[src/rtl/seg7_decoder_if.sv]
// Output bus of the 7-segment receive decoder: decoded digit, status flags and valid/ready handshake.
// SEG7_DECODER_ERRCNT_EN adds the err_count field.
interface seg7_decoder_if;
  logic [3:0] digit;
  logic       blank;
  logic       err;
  logic       out_valid;
  logic       out_ready;
  logic       overrun;
`ifdef SEG7_DECODER_ERRCNT_EN
  logic [7:0] err_count;
`endif

  modport master (
    input  out_ready,
    output digit, blank, err, out_valid, overrun
`ifdef SEG7_DECODER_ERRCNT_EN
    , output err_count
`endif
  );

  modport slave (
    output out_ready,
    input  digit, blank, err, out_valid, overrun
`ifdef SEG7_DECODER_ERRCNT_EN
    , input err_count
`endif
  );
endinterface

[src/rtl/seg7_decoder.sv]
// Receive-side 7-segment decoder: synchronizes active-low segment lines, waits for a stable
// pattern and delivers the hex digit over valid/ready. SEG7_DECODER_ERRCNT_EN adds err_count.
module seg7_decoder #(
  parameter int unsigned STABLE_CYCLES = 1024,
  parameter int unsigned CNT_W         = 16
) (
  input  logic        clk,
  input  logic        rst,
  input  logic [6:0]  seg_in,
  seg7_decoder_if.master out_if
);

  localparam logic [6:0]       BLANK_CODE = 7'h7F;
  localparam logic [CNT_W-1:0] CNT_MAX    = CNT_W'(STABLE_CYCLES);
  localparam logic [CNT_W-1:0] CNT_LAST   = CNT_W'(STABLE_CYCLES - 1);
  // Entry n (bits 7n+6:7n) is the active-low pattern for hex digit n.
  localparam logic [111:0] CODE_TABLE = {
    7'h38, 7'h30, 7'h42, 7'h31, 7'h60, 7'h08, 7'h04, 7'h00,
    7'h0F, 7'h20, 7'h24, 7'h4C, 7'h06, 7'h12, 7'h4F, 7'h01
  };

  logic [6:0]       sync1_q, sync2_q;
  logic [6:0]       cand_q, cand_d;
  logic [6:0]       last_q, last_d;
  logic [CNT_W-1:0] cnt_q, cnt_d;
  logic [3:0]       digit_q, digit_d;
  logic             blank_q, blank_d;
  logic             err_q, err_d;
  logic             valid_q, valid_d;
  logic             overrun_q, overrun_d;

  logic [15:0] code_hit;
  logic [3:0]  dec_digit;
  logic        dec_legal;
  logic        dec_blank;
  logic        accept;

  genvar gi;
  generate
    for (gi = 0; gi < 16; gi++) begin : g_match
      assign code_hit[gi] = (cand_q == CODE_TABLE[gi*7 +: 7]);
    end
  endgenerate

  always_comb begin
    dec_digit = 4'd0;
    for (int i = 0; i < 16; i++) begin
      if (code_hit[i]) dec_digit = 4'(i);
    end
    dec_legal = |code_hit;
    dec_blank = (cand_q == BLANK_CODE);
  end

  // Acceptance fires only on the single cycle the counter reaches saturation.
  assign accept = (sync2_q == cand_q) && (cnt_q == CNT_LAST) && (cand_q != last_q);

  always_comb begin
    cand_d    = cand_q;
    cnt_d     = cnt_q;
    last_d    = last_q;
    digit_d   = digit_q;
    blank_d   = blank_q;
    err_d     = err_q;
    valid_d   = valid_q;
    overrun_d = overrun_q;

    if (sync2_q != cand_q) begin
      cand_d = sync2_q;
      cnt_d  = '0;
    end else if (cnt_q < CNT_MAX) begin
      cnt_d = cnt_q + CNT_W'(1);
    end

    if (accept) begin
      last_d  = cand_q;
      valid_d = 1'b1;
      digit_d = dec_legal ? dec_digit : 4'd0;
      blank_d = dec_blank;
      err_d   = !dec_legal && !dec_blank;
      if (valid_q && !out_if.out_ready) overrun_d = 1'b1;
    end else if (valid_q && out_if.out_ready) begin
      valid_d = 1'b0;
    end
  end

  always_ff @(posedge clk or posedge rst) begin
    if (rst) begin
      sync1_q   <= BLANK_CODE;
      sync2_q   <= BLANK_CODE;
      cand_q    <= BLANK_CODE;
      last_q    <= BLANK_CODE;
      cnt_q     <= '0;
      digit_q   <= 4'd0;
      blank_q   <= 1'b0;
      err_q     <= 1'b0;
      valid_q   <= 1'b0;
      overrun_q <= 1'b0;
    end else begin
      sync1_q   <= seg_in;
      sync2_q   <= sync1_q;
      cand_q    <= cand_d;
      last_q    <= last_d;
      cnt_q     <= cnt_d;
      digit_q   <= digit_d;
      blank_q   <= blank_d;
      err_q     <= err_d;
      valid_q   <= valid_d;
      overrun_q <= overrun_d;
    end
  end

`ifdef SEG7_DECODER_ERRCNT_EN
  logic [7:0] err_cnt_q, err_cnt_d;

  always_comb begin
    err_cnt_d = err_cnt_q;
    if (accept && !dec_legal && !dec_blank && (err_cnt_q != 8'hFF))
      err_cnt_d = err_cnt_q + 8'd1;
  end

  always_ff @(posedge clk or posedge rst) begin
    if (rst) err_cnt_q <= 8'd0;
    else     err_cnt_q <= err_cnt_d;
  end

  assign out_if.err_count = err_cnt_q;
`endif

  assign out_if.digit     = digit_q;
  assign out_if.blank     = blank_q;
  assign out_if.err       = err_q;
  assign out_if.out_valid = valid_q;
  assign out_if.overrun   = overrun_q;

endmodule

[src/flat_wrapper.sv]
// flat-port wrapper written by rule: the top's interface ports become plain ports
module seg7_decoder_flat 
#(
  parameter int unsigned STABLE_CYCLES = 1024,
  parameter int unsigned CNT_W         = 16
)
  (clk, rst, seg_in, out_if_out_ready, out_if_digit, out_if_blank, out_if_err, out_if_out_valid, out_if_overrun);
  seg7_decoder_if out_if_i ();
  input  logic clk;
  input  logic rst;
  input  logic [6:0] seg_in;
  input wire logic [$bits(out_if_i.out_ready)-1:0] out_if_out_ready;
  output wire logic [$bits(out_if_i.digit)-1:0] out_if_digit;
  output wire logic [$bits(out_if_i.blank)-1:0] out_if_blank;
  output wire logic [$bits(out_if_i.err)-1:0] out_if_err;
  output wire logic [$bits(out_if_i.out_valid)-1:0] out_if_out_valid;
  output wire logic [$bits(out_if_i.overrun)-1:0] out_if_overrun;
  assign out_if_i.out_ready = out_if_out_ready;
  assign out_if_digit = out_if_i.digit;
  assign out_if_blank = out_if_i.blank;
  assign out_if_err = out_if_i.err;
  assign out_if_out_valid = out_if_i.out_valid;
  assign out_if_overrun = out_if_i.overrun;
  seg7_decoder #(.STABLE_CYCLES(STABLE_CYCLES), .CNT_W(CNT_W)) u_core (.clk(clk), .rst(rst), .seg_in(seg_in), .out_if(out_if_i));
endmodule
[config.mk]
export PLATFORM = sky130hd
export DESIGN_NAME = seg7_decoder_flat
export DESIGN_NICKNAME = d
export VERILOG_FILES = /design/src/rtl/seg7_decoder_if.sv /design/src/rtl/seg7_decoder.sv /design/src/flat_wrapper.sv
export SDC_FILE = /design/constraint.sdc
export NUM_CORES = 1
export LEC_CHECK = 0
export ABC_AREA = 1
export CAP_MARGIN = 15
export CORE_ASPECT_RATIO = 1.1
export CORE_MARGIN = 3
export CORE_UTILIZATION = 56
export DETAILED_ROUTE_END_ITERATION = 8
export PLACE_DENSITY_LB_ADDON = 0.15
export SYNTH_ARGS = -nofsm -noshare
export SYNTH_HDL_FRONTEND = slang
export SYNTH_SLANG_ARGS = --single-unit
export TNS_END_PERCENT = 50
[constraint.sdc]
create_clock -name clk -period 3 [get_ports clk]
set_input_delay 0.6 -clock clk [delete_from_list [all_inputs] [get_ports clk]]
set_output_delay 0.6 -clock clk [all_outputs]
set_load 0.01 [all_outputs]
==> results of run 1 <==
## sequential cells by signal, summed over array words and instances (netlist names)
name and flops:
u_core.last_q 7, u_core.out_if.overrun 1, u_core.sync1_q 7, u_core.cnt_q 16, u_core.out_if.digit 4, u_core.cand_q 7
u_core.out_if.blank 1, u_core.out_if.out_valid 1, u_core.sync2_q 7, u_core.out_if.err 1
## power breakdown
part	internal [mW]	switching, mW	leakage [nW]
clock network	0.167	0.231	0.0485
registers	0.728	0.0151	0.628
logic	0.0308	0.0385	0.516
## layout make-up
class,instances,area (µm²)
Clock buffer,5,68.8
Clock inverter,3,22.5
Fill cell,353,1400
Inverter,32,125
Multi-Input combinational cell,174,903
Sequential cell,52,1340
Tap cell,52,65.1
Timing Repair Buffer,18,190
## cells in the final DEF, fill, tap and decap left out, drive strengths merged, types with 2 or more instances in the layout
cell type,netlist,layout
clkinv,1,3
xor2,3,3
o21ai,17,17
nand3,10,10
xnor2,13,13
inv,31,32
clkdlybuf4s50,0,17
clkbuf,7,5
o21a,2,2
a21oi,5,5
dfrtp,24,24
nand2,66,66
nor3,4,4
nand4,6,6
nor2,39,39
dfstp,28,28
## cells by family after synthesis
kind of cell             synth area share (%)
XOR/XNOR                                 5.68
buffers and inverters                    9.18
flip-flops                               54.2
AO/OA/AOI/OAI                            7.51
adder cells (fa/ha/maj)                 0.507
AND/OR/NAND/NOR                          22.9
## through the flow
stage               cells  setup slack (ns)  utilization (%)
detailed placement    328              1.11             63.7
global placement      328              1.14             63.7
floorplan             275              1.19                -
finish                336              1.11             65.9
CTS                   336              1.08             65.9
global route          336             0.960             65.9
## routing by layer
| metal | vias to the layer above | track usage [%] | share of wire [%] |
|---|---|---|---|
| met5 | - | 0 | 0 |
| met2 | 30 | 27.8 | 47 |
| met3 | 6 | 3.83 | 3.4 |
| met4 | 0 | 7.81 | 2.1 |
| li1 | 861 | - | - |
| met1 | 781 | 19.6 | 47 |
## synth_stat cells, drive strengths merged
cell type  instances  share of area (%)
a21boi             1               0.30
a21o               1               0.30
a21oi              5                1.0
and2               1               0.25
and3               1               0.25
buf               10                3.0
clkbuf             7                1.1
clkinv             1               0.36
dfrtp             24                 24
dfstp             28                 30
ha                 1               0.51
inv               31                4.7
nand2             66                 10
nand3             10                2.7
nand4              6                1.5
nor2              39                6.2
nor3               4                1.2
nor3b              1               0.30
o21a               2               0.61
o21ai             17                4.7
o21bai             1               0.30
o31ai              1               0.30
or3                1               0.25
xnor2             13                4.6
xor2               3                1.1
## worst paths after layout
kind,startpoint,to,slack [ns],cells after the start
setup / recovery,u_core.cand_q[3],u_core.out_if.blank,1.11,8
hold / removal,u_core.sync1_q[3],u_core.sync2_q[3],0.35,0
setup reg to reg,u_core.cand_q[3],u_core.out_if.blank,1.11,8
max in group asynchronous,rst,u_core.last_q[6],2.08,3
min in group asynchronous,rst,u_core.out_if.digit[1],0.64,3
hold reg to reg,u_core.sync1_q[3],u_core.sync2_q[3],0.35,0
==> flow_summary.toml, run 1 <==
[run_status]
status = "completed"

[logic_synthesis]
ys_warn_count = 0
syn_area_per_cell_um2 = 8.97
synth_seq_cells = 52
synth_nets = 286
syn_area_mm2 = 0.00247
synthCells = 275
synth_cell_types = 34
yosysSeqAreaShare_pct = 54.2

[setup_path]
crit_top_cell = "nand2_1"
crit_arrival_ns = 2.08
path_cells = "xnor2_1 -> nand2_1 -> nor2_1 -> nand2_2 -> clkinv_4 -> nand3_4 -> nand2_1 -> o21ai_2"
crit_path_end_kind = "flop"
crit_slowest_cell = "dfstp_2"
crit_family = "simple AND/OR/NAND/NOR gates"
cpPeakStageDelay_ns = 0.61
path_class = "reg2reg"
crit_buf_inv = 1
worstPathRequired_ns = 3.19
startpoint_type = "flop"
worstPathMaxFanout = 24

[finish]
syn2layout_area_growth_pct = 9.94
final_nets = 294
final_layout_size_suffix_gt1_share_pct = 22.5
fin_area_mm2 = 0.00271
antennaDiodeCount = 0

[clock_network]
path_clk_slew_ns = 0.10
root_buffer = "clkbuf_8"
cts_tree = "built"
hold_buffers = 0
clk_latency_ns = 0.31
cts_resized = 0
cts.htree.levels = 2
postCtsSetupBuffers = 0
cts_buffers = 5
clkSinkCount = 52
cts_buffer_depth = 2

[power_and_ir_drop]
power_density_mw_per_mm2 = 446
totalPowerFinal_mw = 1.21
cellLeakagePower_nw = 1.19
vdd_drop_max_uv = 415

[timing]
rsz0062_at_grt = "false"
fmax_mhz = 529
tightest_slew_ns = 0.316
min_period_over_period_pct = 63.0
relSlewSlack_pct = 79.0
hold_viol = 0
finalClockSkew_ns = 0.0125
finalSetupViolations = 0
setup-tns-final_ns = 0
layout_min_cycle_time_ns = 1.89
drv_slew = 0
hold_slack_ns = 0.349

[die]
core-area_mm2 = 0.00411
die-area_mm2 = 0.00524
die_w_um = 69.3
die_h_um = 75.6
io_pins = 18
rows = 24
initial_core_util_pct = 59.9

[place]
gp_congestion = 0.867
port_buffers = 17
dp.final_hpwl_um = 2700
placed_area_mm2 = 0.00262

[drt]
drt_iter0_markers = 98
avgViaCountPerCell = 4.99
wl_um = 3800
ant_nets = 0
drc = 0
drt_first_pass_iters = 5
wire_per_inst_um = 11.3
vias = 1678

[grt]
grt_start_max_net_pins = 53
track_usage_pct = 16.1
grt_pass1_wl_um = 6600
antenna_found_initial = 0
grt-ovfl-total = 0
grt_pass1_vias = 1552

[job]
maxCapViolations = 0

[min_path]
hold_class = "reg2reg"
No activity file was read; power rests on OpenSTA's default activity.
==> inputs of run 2 (changes only) <==
==> constraint.sdc (replaced) <==
create_clock -name clk -period 1.8 [get_ports clk]
set_input_delay 0.36 -clock clk [delete_from_list [all_inputs] [get_ports clk]]
set_output_delay 0.36 -clock clk [all_outputs]
set_load 0.01 [all_outputs]
==> run 2 against run 1 <==
Clock-buffer cell count unchanged; fmax up 15%; die area unchanged; total power rose by 68%; worst hold slack better by 0.010 ns; clock power up 70%; global-route usage shrank 0.077 points; sequential cell count is the same; setup slack lost 0.96 ns; routed wire length up 5.7%; sequential power rose by 67%.
==> flow_summary.toml, run 2 (synthesized netlist as in run 1, its figures left out) <==
[drt]
drt_iter0_markers = 92
wire_per_inst_um = 11.9
ant_nets = 0
wl_um = 4010
vias = 1707
avgViaCountPerCell = 5.05
drt_first_pass_iters = 4
drc = 0

[setup_path]
timing.rr.end = "u_core.last_q[5]"
startpoint_type = "flop"
reg2reg_from = "u_core.cnt_q[10]"
ff2ff_path_depth = 6
worstPathRequired_ns = 2.04
crit_path_end_kind = "flop"
path_class = "reg2reg"
r2r_slack_ns = 0.15
worstPathMaxFanout = 12
crit_arrival_ns = 1.89

[clock_network]
clkSinkCount = 52
cts_buffers = 5
path_clk_slew_ns = 0.10
cts_buffer_depth = 2
clk_latency_ns = 0.30
postCtsSetupBuffers = 0
root_buffer = "clkbuf_8"
cts_tree = "built"
cts.htree.levels = 2

[finish]
antennaDiodeCount = 0
final_nets = 296
regMostFlops = "u_core.cnt_q"
fin_area_mm2 = 0.00274
syn2layout_area_growth_pct = 11.0
stdcell_count = 338
nFillCells = 355
final_cell_mix = "65 x nand2_1, 36 x nor2_1, 28 x dfstp_2"
largest_register_ffs = 16
final_common_cell = "nand2_1"
final_layout_size_suffix_gt1_share_pct = 23.1

[min_path]
hold_class = "reg2reg"
hp-start = "u_core.sync1_q[3]"
hold_end = "u_core.sync2_q[3]"
hold_depth = 0

[grt]
grt_pass1_vias = 1566
track_usage_pct = 16.1
grt_pass1_wl_um = 6770
grt_start_max_net_pins = 43
antenna_found_initial = 0
grt-ovfl-total = 0

[power_and_ir_drop]
vdd_drop_max_uv = 534
totalPowerFinal_mw = 2.04
cellLeakagePower_nw = 1.20
power_density_mw_per_mm2 = 744

[die]
core-area_mm2 = 0.00411
io_pins = 18
die_h_um = 75.6
die_w_um = 69.3
die-area_mm2 = 0.00524
rows = 24
initial_core_util_pct = 59.9

[timing]
rsz0062_at_grt = "false"
relSlewSlack_pct = 70.7
hold_slack_ns = 0.359
hold_viol = 0
min_period_over_period_pct = 91.7
finalClockSkew_ns = 0.00600
fmax_mhz = 606
tightest_slew_ns = 0.437
setup-tns-final_ns = 0
drv_slew = 0
finalSetupViolations = 0
layout_min_cycle_time_ns = 1.65

[place]
port_buffers = 17
gp_congestion = 0.846
dp.final_hpwl_um = 2850
placed_area_mm2 = 0.00263
dpl.cell_count = 329

[job]
maxCapViolations = 0

[run_status]
status = "completed"
run 2: area by class of cell:
class,count,area [µm²],area share [%]
inverter,32,125,4.57
tap,52,65.1,2.38
timing repair buffer,19,198,7.22
sequential,52,1340,48.8
clock inverter,3,23.8,0.868
clock buffer,5,68.8,2.51
multi-input combinational,175,921,33.6
run 2: layer usage:
metal / vias to the layer above / global-route usage (%) / share of wire (%)
li1: 870 / - / -
met1: 806 / 20.6 / 49
met2: 26 / 28.2 / 47
met3: 5 / 3.69 / 3.0
met4: 0 / 3.90 / 1.0
met5: - / 0 / 0
run 2: how the worst max path moves through the flow:
stage	start	end	slack, ns	cells past startpoint
5_1_grt	u_core.cand_q[1]	u_core.out_if.err	0.007	9
2_1_floorplan	rst	u_core.cnt_q[0]	0.23	1
4_1_cts	u_core.cand_q[2]	u_core.out_if.blank	0.06	8
6_report	u_core.cnt_q[10]	u_core.last_q[5]	0.15	6
3_3_place_gp	u_core.cand_q[2]	u_core.out_if.blank	0.11	8
3_5_place_dp	u_core.cand_q[2]	u_core.out_if.blank	0.07	8
run 2: power breakdown:
group	switching, mW	internal (mW)	leakage [nW]
clock network	0.395	0.285	0.0495
logic	0.0660	0.0516	0.521
registers	0.0265	1.21	0.628
total	0.487	1.55	1.20
run 2: through the flow:
step | util, % | setup WS (ns)
detailed placement | 63.9 | 0.0677
global placement | 63.9 | 0.110
global route | 66.5 | 0.00653
finish | 66.5 | 0.149
floorplan | - | 0.228
CTS | 66.1 | 0.0569
run 2: critical path, cell delays in order (launching register included):
cell and delay [ns]:
dfrtp_1 0.39, nor2_1 0.14, nand3_2 0.19, nor3_2 0.43
nand3_4 0.25, nand2_1 0.14, o21ai_2 0.06
run 2: timing repair:
item / CTS / global route
gates resized for setup: 0 / 1
hold buffers: 0 / 0
endpoints found under the setup margin: 0 / 13
==> RTL edit 1: new RTL, config.mk and constraints of run 1 <==
`CNT_W` is set to 16 in 2 places; all go to 14.
--- a/src/rtl/seg7_decoder.sv
+++ b/src/rtl/seg7_decoder.sv
@@ -3,5 +3,5 @@
 module seg7_decoder #(
   parameter int unsigned STABLE_CYCLES = 1024,
-  parameter int unsigned CNT_W         = 16
+  parameter int unsigned CNT_W         = 14
 ) (
   input  logic        clk,
--- a/src/flat_wrapper.sv
+++ b/src/flat_wrapper.sv
@@ -3,5 +3,5 @@
 #(
   parameter int unsigned STABLE_CYCLES = 1024,
-  parameter int unsigned CNT_W         = 16
+  parameter int unsigned CNT_W         = 14
 )
   (clk, rst, seg_in, out_if_out_ready, out_if_digit, out_if_blank, out_if_err, out_if_out_valid, out_if_overrun);
Function: same outputs for any inputs over 10 cycles, from zero or initial values and one cycle with rst high; that may be too few to reach the edited logic, so the function may still have changed.
==> RTL edit 1 against run 1 <==
- setup slack better by 0.059 ns
- wire length down 0.90%
- sequential cell count shrank 2
- final area is 1.9% lower
- critical path depth is the same
- power barely moved
- synthesized area shrank 2.2%
- critical endpoint unchanged
- largest power group unchanged
==> RTL edit 1: results (changes against run 1) <==
Outcome
  • Status: complete, no violations

Place
  • DP Cell Count: 316 (-3.7%)
  • Detail Placement HPWL: 2760 um (+2.1%)
  • Final GP Congestion: 0.819 (-5.6%)

GRT
  • Maximum number of pins on one net before global-route repair: 39 (-26%)

Power and ir drop
  • Clock power share: 0.353 (+0.024)
  • Cell Pwr Density: 455 nW/um^2 (+1.9%)
  • Peak VDD IR: 345 uV (-17%)
  • Leak pwr: 0.00115 uW (-4.0%)
  • Combinational power: 67.6 uW (-2%)
  • Sw power: 264 uW (-7.2%)

Route
  • Post-Route M1 WL: 1770 um (-0.78%)
  • Drt total wl: 3760 um (-0.90%)
  • Total number of vias: 1624 (-3.2%)
  • Met3 Routed Length: 107 um (-17%)
  • DRT Pass-1 Iters: 4 (-1)

Synthesis
  • Sequential area share after synthesis: 0.533 (-0.00866)
  • Post-Syn Nets: 272 (-4.9%)
  • Post-synthesis cell count: 261 (-5.1%)
  • Synth top cells by count: 55 x nand2_1, 33 x nor2_1, 28 x dfstp_2

Setup path
  • CP startpoint: u_core.cand_q[0]

Finish
  • Max FFs per register: 14 (-2)
  • Final-stage net count: 282 (-4.1%)

Worst hold path
  • Hold_sp: u_core.sync1_q[1]

STA
  • Worst slew margin: 0.488 (-0.302)
  • Clock Skew: 0.00498 ns (-0.00751 ns)
==> RTL edit 1: cell types whose count changed after synthesis, moves of 3 or more <==
cell,delta
inv_2,-7
nand2_1,-10
nor3_1,+5
buf_2,-3
o21ai_1,-4
nor2_1,-3
nor2_4,+3
==> RTL edit 1: stage by stage <==
step	setup WS, ns	instance area [um^2]	hold WS (ns)
2_1_floorplan	1.25	2410	0.345
3_3_place_gp	1.18	2550	0.346
3_5_place_dp	1.15	2550	0.347
4_1_cts	1.13	2660	0.360
5_1_grt	1.04	2660	0.359
6_report	1.17	2660	0.358
==> RTL edit 1: kinds of logic after synthesis <==
| logic type | count (synthesis) | synth area share |
|---|---|---|
| flip-flops | 50 | 0.533 |
| buffers and inverters | 43 | 0.0892 |
| AND/OR/NAND/NOR | 127 | 0.249 |
| AO/OA/AOI/OAI | 25 | 0.0690 |
| XOR/XNOR | 15 | 0.0545 |
| adder cells (fa/ha/maj) | 1 | 0.00519 |
==> RTL edit 1: final cells by class <==
cell class | instances | area (um^2)
tap | 52 | 65.1
timing repair buffer | 19 | 185
clock buffer | 7 | 97.6
multi-input combinational | 168 | 911
clock inverter | 1 | 7.51
fill | 320 | 1400
sequential | 50 | 1290
inverter | 27 | 106
==> RTL edit 1: routing by layer <==
layer / track usage / up-vias
met2: 0.271 / 24
li1: - / 828
met5: 0 / -
met4: 0.0662 / 0
met3: 0.0403 / 6
met1: 0.225 / 766
==> RTL edit 1: worst paths after layout <==
kind	to	slack (ns)	cells past startpoint
worst max-delay path	u_core.out_if.blank	1.17	8
min in group asynchronous	u_core.out_if.blank	0.76	2
worst max register to register	u_core.out_if.blank	1.17	8
max in group asynchronous	u_core.sync1_q[1]	1.54	3
worst min register to register	u_core.sync2_q[1]	0.36	0
worst min-delay path	u_core.sync2_q[1]	0.36	0
==> RTL edit 2: new RTL, settings of run 1 <==
Without the edit above. `STABLE_CYCLES` is set to 1024 in 2 places; all go to 768.
--- a/src/rtl/seg7_decoder.sv
+++ b/src/rtl/seg7_decoder.sv
@@ -2,5 +2,5 @@
 // pattern and delivers the hex digit over valid/ready. SEG7_DECODER_ERRCNT_EN adds err_count.
 module seg7_decoder #(
-  parameter int unsigned STABLE_CYCLES = 1024,
+  parameter int unsigned STABLE_CYCLES = 768,
   parameter int unsigned CNT_W         = 16
 ) (
--- a/src/flat_wrapper.sv
+++ b/src/flat_wrapper.sv
@@ -2,5 +2,5 @@
 module seg7_decoder_flat 
 #(
-  parameter int unsigned STABLE_CYCLES = 1024,
+  parameter int unsigned STABLE_CYCLES = 768,
   parameter int unsigned CNT_W         = 16
 )
Formal check against the unedited RTL: no difference found for any inputs over 10 cycles, from zero or initial values and one cycle with rst high; that may be too few to reach the edited logic, so the function may still have changed.
==> RTL edit 2 against run 1 <==
- worst hold slack improved by 0.0092 ns
- sequential share of layout area about the same
- sequential cell count unchanged
- via count increased by 0.12%
- largest cell class unchanged
- global-route usage increased by 1.6 points
- synthesized area decreased by 0.86%
- power increased by 1.7%
- final area about the same
- final cell count decreased by 0.30%
- wire length increased by 8.7%
- first-iteration DRC count increased by 35%
- highest routed layer unchanged
- maximum frequency increased by 2.6%
- non-clock buffer count unchanged
- setup slack improved by 0.048 ns
==> RTL edit 2: results (changes against run 1) <==
Outcome
  • Status: complete, no violations

Route
  • Drt total wl: 4130 um (+8.7%)
  • 1st-iter DRT viols: 132 (+35%)
  • Avg WL per Cell: 12.3 um (+9.1%)
  • DRT Pass-1 Iters: 4 (-1)
  • Total number of vias: 1680 (+0.12%)

Synthesis
  • Post-Syn Nets: 282 (-1.4%)
  • Sequential area share after synthesis: 0.547 (+0.00471)
  • Yosys cell types: 29 (-15%)
  • Post-synthesis cell count: 271 (-1.5%)
  • Top cells by area, synth: dfstp_2 30%, dfrtp_1 25%, nand2_1 7.8%, nor2_1 5.7%, inv_1 5.1%

Power and ir drop
  • Leak pwr: 0.00116 uW (-3.0%)
  • Clock power share: 0.337 (+0.008)
  • Net Sw Frac: 0.232 (-0.00278)
  • Peak VDD IR: 445 uV (+7.2%)
  • Register share of total power: 0.603 (-0.011)
  • Clk power: 415 uW (+4%)

Finish
  • Clock Buffer Count: 6 (+1)
  • Final-stage net count: 293 (-0.34%)
  • Clock network area share: 0.0360 (+0.00234)
  • Number of multi-input logic gates: 171 (-1.7%)
  • Share of cells above drive strength 1: 0.198 (-0.0275)
  • NonClk Buf Share: 0.0702 (about the same)
  • Sequential portion of the cell area: 0.493 (about the same)

GRT
  • GRT Total Usage: 0.177 (+0.0155)
  • Maximum number of pins on one net before global-route repair: 30 (-43%)
  • Global-route wire length before repair: 7290 um (+10%)

Setup path
  • Crit path arrival time: 2.04 ns (-0.04 ns)

Worst hold path
  • Min-Delay Endpoint: u_core.sync2_q[1]
  • Hold_sp: u_core.sync1_q[1]

Place
  • Detail Placement HPWL: 3030 um (+12%)
  • Final GP Congestion: 0.872 (+0.51%)
  • DP Cell Count: 327 (-0.30%)

STA
  • Worst slew margin: 0.652 (-0.138)
  • Clock Skew: 0.0135 ns (+0.00101 ns)
  • Worst hold slack: 0.358 ns (+0.00920 ns)
[RTL edit 2: changes by cell type after synthesis, moves of 4 or more]
cell | before | now
nand2_1 | 65 | 51
inv_1 | 22 | 33
inv_2 | 9 | 0
o21ai_0 | 3 | 12
buf_2 | 6 | 2
o21ai_1 | 6 | 2
[RTL edit 2: kinds of logic after synthesis]
logic type | count (synthesis) | share of synthesized area
AO/OA/AOI/OAI | 32 | 0.0809
adder cells (fa/ha/maj) | 1 | 0.00512
AND/OR/NAND/NOR | 124 | 0.227
XOR/XNOR | 14 | 0.0502
flip-flops | 52 | 0.547
buffers and inverters | 48 | 0.0906
[RTL edit 2: worst max-delay path: cells and delay by family (launching register included)]
family,cells,cell delay [ns]
AND/OR/NAND/NOR,5,0.81
flip-flops,1,0.62
XOR/XNOR,1,0.13
buffers and inverters,1,0.11
AO/OA/AOI/OAI,1,0.06
[RTL edit 2: layer usage]
metal	share of wire	global-route usage
met5	0	0
met4	0.022	0.0607
met3	0.034	0.0409
met2	0.46	0.311
met1	0.48	0.219
